$ cat config.mk
export PLATFORM = sky130hd
export DESIGN_NAME = seven_segment_scan_controller
export DESIGN_NICKNAME = d
export VERILOG_FILES = /design/src/rtl/seven_segment_scan_controller.sv
export SDC_FILE = /design/constraint.sdc
export NUM_CORES = 1
export LEC_CHECK = 0
export BUFFER_PORTS_ARGS = -buffer_cell sky130_fd_sc_hd__buf_2
export CAP_MARGIN = 25
export CORE_MARGIN = 5
export CORE_UTILIZATION = 25
export CTS_BUF_LIST = sky130_fd_sc_hd__clkbuf_4 sky130_fd_sc_hd__clkbuf_8
export CTS_CLUSTER_DIAMETER = 150
export DETAILED_ROUTE_END_ITERATION = 10
export PLACE_DENSITY = 0.43
export SETUP_SLACK_MARGIN = 0.02
export SYNTH_ARGS = -nofsm -noshare
export SYNTH_HDL_FRONTEND = slang
export SYNTH_SLANG_ARGS = --single-unit
$ cat constraint.sdc
create_clock -name system_clock -period 2.76 [get_ports system_clock]
set_input_delay 0.414 -clock system_clock [delete_from_list [all_inputs] [get_ports system_clock]]
set_output_delay 0.414 -clock system_clock [all_outputs]
set_load 0.01 [all_outputs]
$ cat src/rtl/seven_segment_scan_controller.sv
// Multiplexed seven-segment scan driver: double-buffered display registers that are swapped
// only on frame boundaries, PWM brightness, per-digit blink, registered low-active drives.
module seven_segment_scan_controller #(
   parameter int NUM_DIGITS   = 8,
   parameter int REFRESH_DIV  = 100000,
   parameter int BRIGHT_W     = 4,
   parameter int BLINK_FRAMES = 64
) (
   input  logic                    system_clock,
   input  logic                    cpu_rst,
   input  logic [4*NUM_DIGITS-1:0] digits_in,
   input  logic [NUM_DIGITS-1:0]   dp_in,
   input  logic [NUM_DIGITS-1:0]   blank_in,
   input  logic [NUM_DIGITS-1:0]   blink_in,
   input  logic [BRIGHT_W-1:0]     brightness,
   input  logic                    load,
   output logic                    update_pending,
   output logic                    frame_done,
   output logic [NUM_DIGITS-1:0]   anode_out,
   output logic [6:0]              cathodes_out,
   output logic                    dp_out
);

   localparam int PRE_W = $clog2(REFRESH_DIV);
   localparam int IDX_W = $clog2(NUM_DIGITS);
   localparam int BLK_W = (BLINK_FRAMES > 1) ? $clog2(BLINK_FRAMES) : 1;

   logic [PRE_W-1:0]        pre_cnt;
   logic [IDX_W-1:0]        idx;
   logic [BRIGHT_W-1:0]     pwm_cnt;
   logic [BLK_W-1:0]        blink_cnt;
   logic                    blink_phase;
   logic                    tick;
   logic                    boundary;

   logic [4*NUM_DIGITS-1:0] sh_digits, act_digits;
   logic [NUM_DIGITS-1:0]   sh_dp, act_dp;
   logic [NUM_DIGITS-1:0]   sh_blank, act_blank;
   logic [NUM_DIGITS-1:0]   sh_blink, act_blink;
   logic [BRIGHT_W-1:0]     sh_bright, act_bright;

   logic [NUM_DIGITS-1:0]   anode_nxt;
   logic [6:0]              cath_nxt;
   logic                    dp_nxt;
   logic                    sel_dark;
   logic [3:0]              sel_nibble;

   function automatic logic [6:0] hex_decode(input logic [3:0] n);
      case (n)
         4'h0: hex_decode = 7'b1000000;
         4'h1: hex_decode = 7'b1111001;
         4'h2: hex_decode = 7'b0100100;
         4'h3: hex_decode = 7'b0110000;
         4'h4: hex_decode = 7'b0011001;
         4'h5: hex_decode = 7'b0010010;
         4'h6: hex_decode = 7'b0000010;
         4'h7: hex_decode = 7'b1111000;
         4'h8: hex_decode = 7'b0000000;
         4'h9: hex_decode = 7'b0010000;
         4'hA: hex_decode = 7'b0001000;
         4'hB: hex_decode = 7'b0000011;
         4'hC: hex_decode = 7'b1000110;
         4'hD: hex_decode = 7'b0100001;
         4'hE: hex_decode = 7'b0000110;
         default: hex_decode = 7'b0001110;
      endcase
   endfunction

   assign tick       = (pre_cnt == PRE_W'(REFRESH_DIV - 1));
   assign boundary   = tick && (idx == IDX_W'(NUM_DIGITS - 1));
   assign frame_done = boundary;

   always_ff @(posedge system_clock) begin
      if (cpu_rst) begin
         pre_cnt     <= '0;
         idx         <= '0;
         pwm_cnt     <= '0;
         blink_cnt   <= '0;
         blink_phase <= 1'b0;
      end else begin
         pwm_cnt <= pwm_cnt + 1'b1;
         pre_cnt <= tick ? '0 : pre_cnt + 1'b1;
         if (tick)
            idx <= boundary ? '0 : idx + 1'b1;
         if (boundary) begin
            if (blink_cnt == BLK_W'(BLINK_FRAMES - 1)) begin
               blink_cnt   <= '0;
               blink_phase <= ~blink_phase;
            end else begin
               blink_cnt <= blink_cnt + 1'b1;
            end
         end
      end
   end

   // A load on the boundary cycle only refills the shadow; the swap uses the pre-load shadow.
   always_ff @(posedge system_clock) begin
      if (cpu_rst) begin
         sh_digits      <= '0;
         sh_dp          <= '0;
         sh_blank       <= '1;
         sh_blink       <= '0;
         sh_bright      <= '1;
         act_digits     <= '0;
         act_dp         <= '0;
         act_blank      <= '1;
         act_blink      <= '0;
         act_bright     <= '1;
         update_pending <= 1'b0;
      end else begin
         if (boundary && update_pending) begin
            act_digits <= sh_digits;
            act_dp     <= sh_dp;
            act_blank  <= sh_blank;
            act_blink  <= sh_blink;
            act_bright <= sh_bright;
         end
         if (load) begin
            sh_digits      <= digits_in;
            sh_dp          <= dp_in;
            sh_blank       <= blank_in;
            sh_blink       <= blink_in;
            sh_bright      <= brightness;
            update_pending <= 1'b1;
         end else if (boundary) begin
            update_pending <= 1'b0;
         end
      end
   end

   always_comb begin
      anode_nxt  = '1;
      cath_nxt   = 7'h7F;
      dp_nxt     = 1'b1;
      sel_nibble = act_digits[4*int'(idx) +: 4];
      sel_dark   = act_blank[idx] | (act_blink[idx] & blink_phase) | (pwm_cnt > act_bright);
      if (!sel_dark) begin
         anode_nxt = ~(NUM_DIGITS'(1) << idx);
         cath_nxt  = hex_decode(sel_nibble);
         dp_nxt    = ~act_dp[idx];
      end
   end

   always_ff @(posedge system_clock) begin
      if (cpu_rst) begin
         anode_out    <= '1;
         cathodes_out <= 7'h7F;
         dp_out       <= 1'b1;
      end else begin
         anode_out    <= anode_nxt;
         cathodes_out <= cath_nxt;
         dp_out       <= dp_nxt;
      end
   end

endmodule

Word level (Yosys, flattened, before mapping)
Memory sizes are Yosys's and may differ from the RTL's. A register that Yosys moved wholly into a read port is not among the register bits.
Cells that the tools add are included.
{"block": "totals", "register_bits": 161, "latch_bits": 0, "ram_bits": 0, "mem_bits_ro": 112, "inputBits": 63, "output_inout_bits": 18, "word_cells": 52, "n_memories": 1}
{"memory": "(name not given)", "depth": 16, "word_bits": 7, "read_ports": 1, "rd_ports_with_merged_regs": 1, "wr": 0, "line": "49", "source": "case (n)"}
{"block": "classes", "n_addsub": 4, "multipliers": 0, "div_mod_pow": 0, "n_lt_le_gt_ge": 2, "n_eq_ne": 3, "shift": 2, "muxes": 10, "bitwise_logic": 6, "reduce_logical": 6}
{"operator": "$shiftx 32x6->4", "n": 1}
{"operator": "$add 17x1->17 const B", "n": 1}
{"operator": "$eq 17x17->1 const B", "n": 1}
{"operator": "$bmux 1 s3", "n": 3}
{"operator": "$not 8->8", "n": 1}
{"operator": "$shl 1x3->8 const A", "n": 1}
{"operator": "$add 6x1->6 const B", "n": 1}
{"operator": "$eq 6x6->1 const B", "n": 1}
{"operator": "$mux 6", "n": 1}
{"operator": "$mux 1", "n": 5}
{"operator": "$add 4x1->4 const B", "n": 1}
{"operator": "$gt 4x4->1", "n": 1}
{"operator": "$lt 3x4->1 const B", "n": 1}
{"operator": "$reduce_or 2->1", "n": 2}
{"operator": "$add 3x1->3 const B", "n": 1}
{"operator": "$eq 3x3->1 const B", "n": 1}
{"operator": "$mux 3", "n": 1}
{"operator": "$logic_and 1x1->1", "n": 2}
{"operator": "$not 1->1", "n": 2}
{"operator": "$or 1x1->1", "n": 2}
{"operator": "$reduce_and 2->1", "n": 1}
{"operator": "$reduce_bool 2->1", "n": 1}
{"operator": "$and 1x1->1", "n": 1}

Depth between registers and ports, before layout
Gate-level depths: netlist (run 1).
{"block": "depth", "depth_word": 6, "mapped_depth": 10, "ltp_nobuf": 8}

Worst setup path before layout (run 1)
Ideal clock, no wire load.
{"block": "synth_timing", "path_kind": "register to register", "from": "reg idx[1]", "to": "reg cathodes_out[3]", "setup_ns": 0.129, "arrival_ns": 2.458, "required_ns": 2.631, "setup_slack_ns": 0.173, "stages_incl_launch_ff": 10, "n_path_buf": 2, "synth_period_minus_slack_ns": 2.587, "path_cell_list": "dfxtp_1 buf_2 buf_1 mux4_2 a21oi_1 inv_1 ha_1 mux2_2 nor2_1 o21ai_0"}
{"block": "synth_via", "elab_chain_len": 6, "elab_cells_between_ends": 9, "classes_between": "shift (1); mux (4); bitwise (3); reduce/logical (1)"}
{"item": "start, declared", "line": "29", "source": "logic [IDX_W-1:0] idx;"}
{"item": "start signal, assigned", "line": "84", "source": "idx <= boundary ? '0 : idx + 1'b1;"}
{"item": "$bmux 1 s3", "line": "136", "source": "sel_dark = act_blank[idx] | (act_blink[idx] & blink_phase) | (pwm_cnt > act_bright);"}
{"item": "$mux 1 (not written as such)", "line": "136"}
{"item": "$and 1x1->1", "line": "136"}
{"item": "$or 1x1->1 (2 in series)", "line": "136"}
{"item": "$reduce_or 2->1 (no line)"}
{"item": "end, declared", "line": "20", "source": "output logic [6:0] cathodes_out,"}
Several ways; a longest one is shown, not always the timed one. The select of a mux whose other input is x is not followed.
A chain may end at the register's enable or synchronous reset.

Worst setup path in the final report (run 1)
{"block": "layout_timing", "from": "reg pre_cnt[13]", "to": "out frame_done"}
{"block": "layout_via", "elab_chain_len": 2}
{"item": "start, declared", "line": "28", "source": "logic [PRE_W-1:0] pre_cnt;"}
{"item": "start signal, assigned", "line": "82", "source": "pre_cnt <= tick ? '0 : pre_cnt + 1'b1;"}
{"item": "$eq 17x17->1", "line": "69", "source": "assign tick = (pre_cnt == PRE_W'(REFRESH_DIV - 1));"}
{"item": "$logic_and 1x1->1", "line": "70", "source": "assign boundary = tick && (idx == IDX_W'(NUM_DIGITS - 1));"}
{"item": "end, declared", "line": "18", "source": "output logic frame_done,"}
No other way between the ends.

==> results_tabular.tex, run 1 <==
\begin{tabular}{lr}
\hline
Metric & Value \\
\hline
\multicolumn{2}{l}{\textbf{Power and ir drop}} \\
Power density of the placed cells & 573 mW/mm\^{}2 \\
Leakage power figure & 0.00313 uW \\
Peak VDD IR & 0.253 mV \\
Sum of internal, switching and leakage power & 4570 uW \\
\multicolumn{2}{l}{\textbf{Logic synthesis}} \\
Synth top area cells & dfxtp\_1, mux2i\_1, nand2\_1 \\
Area of the mapped netlist & 0.00676 mm\^{}2 \\
Number of distinct library cells after synthesis & 47 \\
Yosys synthesis warning count & 0 \\
Share of synthesized flip-flops with an asynchronous set or reset & 0\% \\
Total of flip-flops plus latches after synthesis & 168 \\
Portion of synthesized cell area occupied by the leading cell type & 49.8\% \\
Syn Inst Count & 725 \\
Dominant synthesized flop cell & dfxtp\_1 \\
Number of flops mapped to enable cells by yosys & 0 \\
Share of synthesized area occupied by flip-flops and latches & 49.8\% \\
Cell with the most instances after synthesis & dfxtp\_1 \\
Average footprint of a synthesized cell & 9.32 um\^{}2 \\
Area leader, netlist & dfxtp\_1 \\
Synthesized netlist net count & 806 \\
Most frequent cells after synthesis & dfxtp\_1, nand2\_1, nor2\_1 \\
\multicolumn{2}{l}{\textbf{Detailed routing}} \\
Average detailed-routed wire length per instance & 14.0 um \\
DRC violations left & 0 \\
1st-pass router iterations & 4 \\
Number of vias after detailed routing & 4987 \\
Average via count per standard cell & 4.35 \\
Initial detailed-routing violation count & 270 \\
Final ANT Viol Nets & 0 \\
Total detailed-routing wirelength & 16100 um \\
\multicolumn{2}{l}{\textbf{Worst setup path}} \\
Setup crit start kind & flop \\
Worst Path Max Fanout & 6 \\
Capturing point of the worst reg2reg path & cathodes\_out[3] \\
R2r worst-path depth & 8 \\
Data arrival, critical path & 2.13 ns \\
Worst setup path startpoint & pre\_cnt[13] \\
Slack of the worst reg-to-reg path & 0.40 ns \\
Setup CP Type & flop to primary output \\
Worst setup path endpoint & frame\_done \\
Worst R2R Start & idx[1] \\
Required time of the critical path & 2.35 ns \\
Category of the worst setup path capture point & primary output \\
\multicolumn{2}{l}{\textbf{CTS}} \\
Buffer type at the clock tree root & clkbuf\_8 \\
H-Tree Level Count & 4 \\
Clock slew at reported path FFs & 0.10 ns \\
Clk buf depth & 2 \\
Clock Sink Count & 168 \\
Worst-skew pair later-pin latency & 0.46 ns \\
CTS tree & built \\
TritonCTS buffer count & 17 \\
Setup Buffers After CTS & 0 \\
Number of instances resized during post-cts repair & 0 \\
Hold Buf Count CTS & 0 \\
\multicolumn{2}{l}{\textbf{STA}} \\
Worst-case hold slack & 0.166 ns \\
Number of hold violations in the final report & 0 \\
Slew Limit Fails & 0 \\
Worst rel slew slack & 55.6\% \\
Setup slack of the critical path after layout & 0.218 ns \\
Setup skew after layout & 0.0140 ns \\
Part of the cycle the worst path needs & 92.1\% \\
Setup-failing EPs final & 0 \\
Final worst path period need & 2.54 ns \\
Setup repair after global routing missed its margin & no \\
Setup Total Neg Slack & 0 ns \\
Worst-Margin Slew & 0.665 ns \\
Peak Freq & 0.393 GHz \\
\multicolumn{2}{l}{\textbf{Floorplanning}} \\
Height of the chip & 174 um \\
FP Rows & 60 \\
Area of the die & 0.0304 mm\^{}2 \\
Number of top-level design ports & 81 \\
Die boundary width & 174 um \\
Starting density of the core & 25.2\% \\
Placeable core region & 0.0268 mm\^{}2 \\
\multicolumn{2}{l}{\textbf{Final layout}} \\
Layout area overhead & 18.1\% \\
Net total in the final layout & 874 \\
Fraction of layout cells with a size suffix above 1 & 19.5\% \\
ANT cells & 0 \\
\multicolumn{2}{l}{\textbf{Global routing}} \\
Wire length of the first global-routing pass & 26600 um \\
Vias in the first global route & 5070 \\
Antenna violations before repair & 0 \\
Maximum number of pins on one net before global-route repair & 86 \\
Sum of overflow across all layers after global routing & 0 \\
Gr usage total & 10.8\% \\
\multicolumn{2}{l}{\textbf{Worst hold path}} \\
Hold/Removal Path Class & primary input to flop \\
Hold depth & 2 \\
\multicolumn{2}{l}{\textbf{Outcome}} \\
Outcome & completed \\
\multicolumn{2}{l}{\textbf{Placement}} \\
DP HPWL & 11000 um \\
Place WS & 0.389 ns \\
Buffers added on ports & 80 \\
Placer congestion estimate & 0.733 \\
\multicolumn{2}{l}{\textbf{Flow run}} \\
Max\_cap viols & 0 \\
\hline
\end{tabular}
cell usage in the layout (no fill, tap or decap), types with 2 or more instances in the layout:
master        n
a211o_1      12
a21oi_1      67
and2_1        3
and3_1        2
buf_12        4
buf_2        78
buf_4        15
clkbuf_8     17
clkinv_8      2
clkinvlp_4    2
dfxtp_1     168
ha_1         18
inv_1        11
inv_2         2
inv_6         2
inv_8         7
mux2_2        2
mux2i_1      56
mux4_2       14
nand2_1     120
nand2b_1      2
nand3_1      15
nand4_1       8
nor2_1       93
nor2b_1      15
nor3_1       16
nor4_2        2
o211ai_1      2
o21a_1        2
o21ai_0       5
o221ai_1      3
or4_1         2
xnor2_1       7
xor2_1       13
logic make-up after synthesis:
family | count (synthesis) | synth area share (%)
AND/OR/NAND/NOR | 290 | 19.0
flip-flops | 168 | 49.8
AO/OA/AOI/OAI | 96 | 8.30
multiplexers | 72 | 13.3
buffers and inverters | 61 | 3.69
XOR/XNOR | 20 | 2.59
adder cells (fa/ha/maj) | 18 | 3.33
worst min-delay path by stage:
| stage | endpoint | startpoint |
|---|---|---|
| after floorplan | pre_cnt[0] | pre_cnt[0] |
| after global placement | act_digits[24] | act_digits[24] |
| after detailed placement | act_digits[24] | act_digits[24] |
| after global routing | sh_bright[3] | brightness[3] |
| after CTS | sh_blank[0] | blank_in[0] |
| final | sh_blank[0] | blank_in[0] |
state kept, by name, summed over array words and instances (netlist names), 6 cells and up:
signal / flops
cathodes_out: 7
act_dp: 8
sh_blink: 8
sh_blank: 8
sh_digits: 32
pre_cnt: 17
sh_dp: 8
act_blank: 8
act_blink: 8
blink_cnt: 6
act_digits: 32
anode_out: 8
report_power, final:
part,internal [uW],switching [uW],total (uW)
clock,774,1050,1820
combinational,106,118,224
sequential,2490,40.6,2530
total,3370,1210,4570
worst max-delay path: stages (launching register included):
cell and delay (ns):
dfxtp_1 0.36, or4_1 0.54, nor4_2 0.30, nand4_2 0.16, inv_2 0.14, buf_2 0.18
routing by layer:
metal	global-route usage (%)	vias to the layer above	wire, um
met2	16.8	65	7380
met1	14.9	2317	7980
li1	-	2592	-
met5	0	-	0
met3	2.74	13	557
met4	2.87	0	174
layout make-up:
| cell class | instances | area, um^2 |
|---|---|---|
| fill | 2837 | 18800 |
| sequential | 168 | 3360 |
| multi-input combinational | 496 | 3140 |
| timing repair buffer | 97 | 583 |
| tap | 341 | 427 |
| clock buffer | 17 | 234 |
| clock inverter | 15 | 179 |
| inverter | 13 | 48.8 |
through the flow:
step                instances  cell area [um^2]  util [%]
finish                   1147              7980      29.8
global route             1147              7980      29.8
CTS                      1147              7980      29.8
detailed placement       1115              7570      28.2
global placement         1115              7570      28.2
floorplan                 725              6760         -
Note: power is estimated with default switching activity, not from simulation.
==> run 2: changes to the inputs <==
--- a/config.mk
+++ b/config.mk
@@ -7,6 +7,7 @@
 export LEC_CHECK = 0
 export BUFFER_PORTS_ARGS = -buffer_cell sky130_fd_sc_hd__buf_2
 export CAP_MARGIN = 25
+export CORE_ASPECT_RATIO = 0.6
 export CORE_MARGIN = 5
 export CORE_UTILIZATION = 25
 export CTS_BUF_LIST = sky130_fd_sc_hd__clkbuf_4 sky130_fd_sc_hd__clkbuf_8
==> run 2 against run 1 <==
  * Design area rose by 1.1%
  * Hold slack worse by 0.029 ns
  * Largest power group unchanged
  * Die area up 0.36%
  * Wire length up 5.5%
  * First-iteration DRC count up 5.2%
  * Fmax shrank 0.31%
  * Clock power increased by 8%
  * Critical path depth unchanged
  * Largest cell class unchanged
  * Total power is 2.9% higher
  * Cell count grew 2.1%
  * Critical path type unchanged
  * Register-to-register slack improved by 0.02 ns
==> results_tabular.tex, run 2 (synthesized netlist as in run 1, its figures left out) <==
\begin{tabular}{lr}
\hline
Metric & Value \\
\hline
\multicolumn{2}{l}{\textbf{Final layout}} \\
Area of the multi-input gates & 0.00316 mm\^{}2 \\
Most frequent cells in the layout & dfxtp\_1, nand2\_1, nor2\_1 \\
Leading cell type in the layout, fill and taps excluded & dfxtp\_1 \\
Layout area overhead & 19.4\% \\
Net total in the final layout & 879 \\
Top flop regs & act\_digits: 32 flops, sh\_digits: 32 flops, pre\_cnt: 17 flops \\
Fraction of layout cells with a size suffix above 1 & 20.2\% \\
Layout filler cell count & 2834 \\
Layout Cell Area excl Fill & 0.00807 mm\^{}2 \\
ANT cells & 0 \\
Footprint of the flip-flops and latches & 0.00336 mm\^{}2 \\
\multicolumn{2}{l}{\textbf{STA}} \\
Setup skew after layout & 0.0210 ns \\
Peak Freq & 0.392 GHz \\
Part of the cycle the worst path needs & 92.4\% \\
Setup Total Neg Slack & 0 ns \\
Number of hold violations in the final report & 0 \\
Final worst path period need & 2.55 ns \\
Setup-failing EPs final & 0 \\
Setup repair after global routing missed its margin & no \\
Worst-Margin Slew & 0.542 ns \\
Worst rel slew slack & 63.9\% \\
Slew Limit Fails & 0 \\
\multicolumn{2}{l}{\textbf{Worst setup path}} \\
Data arrival, critical path & 2.14 ns \\
Critical-path cell list & or4\_4, nor4\_4, nand4\_2, inv\_2, buf\_2 \\
Category of the worst setup path capture point & primary output \\
Family with the most delay on the worst path & simple AND/OR/NAND/NOR gates \\
Slowest library cell on the worst path & or4\_4 \\
Required time of the critical path & 2.35 ns \\
Buffers plus inverters on the worst setup path & 2 \\
Setup crit start kind & flop \\
CP peak stage delay & 0.56 ns \\
Setup CP Type & flop to primary output \\
Worst Path Max Fanout & 5 \\
\multicolumn{2}{l}{\textbf{Power and ir drop}} \\
Net switching component of the power & 1180 uW \\
Leakage power figure & 0.00316 uW \\
Peak VDD IR & 0.272 mV \\
Relative contribution of combinational cells to total power & 4.8\% \\
Net Sw Frac & 25.1\% \\
Power density of the placed cells & 583 mW/mm\^{}2 \\
Clk pwr share & 41.6\% \\
Sum of internal, switching and leakage power & 4700 uW \\
Relative contribution of sequential cells to total power & 53.6\% \\
Internal power of the cells & 3530 uW \\
\multicolumn{2}{l}{\textbf{Placement}} \\
Standard cell area after detailed placement & 0.00759 mm\^{}2 \\
Placer congestion estimate & 0.751 \\
DP HPWL & 11900 um \\
Buffers added on ports & 80 \\
\multicolumn{2}{l}{\textbf{CTS}} \\
CTS tree & built \\
Clock slew at reported path FFs & 0.11 ns \\
Hold Buf Count CTS & 0 \\
H-Tree Level Count & 4 \\
TritonCTS buffer count & 17 \\
Clk buf depth & 2 \\
Worst-skew pair later-pin latency & 0.48 ns \\
Clock Sink Count & 168 \\
Buffer type at the clock tree root & clkbuf\_8 \\
\multicolumn{2}{l}{\textbf{Detailed routing}} \\
Average via count per standard cell & 4.35 \\
DRC violations left & 0 \\
Number of vias after detailed routing & 5090 \\
Total detailed-routing wirelength & 17000 um \\
1st-pass router iterations & 4 \\
Final ANT Viol Nets & 0 \\
Average detailed-routed wire length per instance & 14.5 um \\
Initial detailed-routing violation count & 284 \\
\multicolumn{2}{l}{\textbf{Flow run}} \\
Max\_cap viols & 0 \\
\multicolumn{2}{l}{\textbf{Outcome}} \\
Outcome & completed \\
\multicolumn{2}{l}{\textbf{Floorplanning}} \\
Height of the chip & 137 um \\
Placeable core region & 0.0265 mm\^{}2 \\
Area of the die & 0.0305 mm\^{}2 \\
Starting density of the core & 25.5\% \\
Die boundary width & 222 um \\
FP Rows & 46 \\
Number of top-level design ports & 81 \\
\multicolumn{2}{l}{\textbf{Global routing}} \\
Vias in the first global route & 4727 \\
Gr usage total & 11.2\% \\
Sum of overflow across all layers after global routing & 0 \\
Wire length of the first global-routing pass & 26800 um \\
Antenna violations before repair & 0 \\
Maximum number of pins on one net before global-route repair & 72 \\
\multicolumn{2}{l}{\textbf{Worst hold path}} \\
Hold/Removal Path Class & primary input to flop \\
\hline
\end{tabular}
==> run 2: cell types whose count changed in the layout (fill, tap and decap cells not counted), sizes merged <==
| cell | previous run | this run |
|---|---|---|
| clkinv | 3 | 1 |
| buf | 97 | 102 |
| bufinv | 1 | 3 |
==> run 2: repair_timing <==
item,in CTS,in global routing
pin swaps,0,1
setup buffers,0,3
endpoints found under the setup margin,1,1
gates cloned,0,0
gates resized for setup,1,2
==> run 2: per-stage QoR <==
stage               util (%)  hold slack, ns  setup slack [ns]  cells
floorplan                  -           0.426             0.173    725
global placement        28.6           0.444             0.322   1136
detailed placement      28.6           0.447             0.278   1136
CTS                     30.3          0.0948            0.0644   1168
global route            30.4          0.0830            0.0453   1171
finish                  30.4           0.137             0.210   1171
==> run 2: path summary, 6_finish.rpt <==
path / start / to / slack, ns / cells past startpoint
hold reg to reg: act_blink[3] / act_blink[3] / 0.46 / 2
setup / recovery: pre_cnt[13] / frame_done / 0.21 / 5
setup reg to reg: pre_cnt[13] / blink_cnt[5] / 0.42 / 8
hold / removal: blank_in[2] / sh_blank[2] / 0.14 / 2
==> run 2: layout make-up <==
cell class	count	area share (%)
Sequential cell	168	41.7
Tap cell	360	5.58
Multi-Input combinational cell	496	39.1
Clock buffer	17	2.90
Timing Repair Buffer	102	7.54
Inverter	13	0.605
Clock inverter	15	2.51
==> run 2: layer usage <==
layer  GRT usage [%]  up-vias  share of wire (%)
met2            13.7       93                 37
met5               0        -                  0
met1            18.1     2372                 59
met4            3.39        0               0.71
li1                -     2615                  -
met3            3.30       10                4.0
==> run 2: power by group through the flow <==
stage | clock network (uW) | logic, uW | registers [uW]
after floorplan | 0 | 145 | 2570
after global routing | 2120 | 256 | 2530
after detailed placement | 0 | 230 | 2580
after global placement | 0 | 227 | 2580
after CTS | 2030 | 230 | 2530
final | 1960 | 224 | 2520
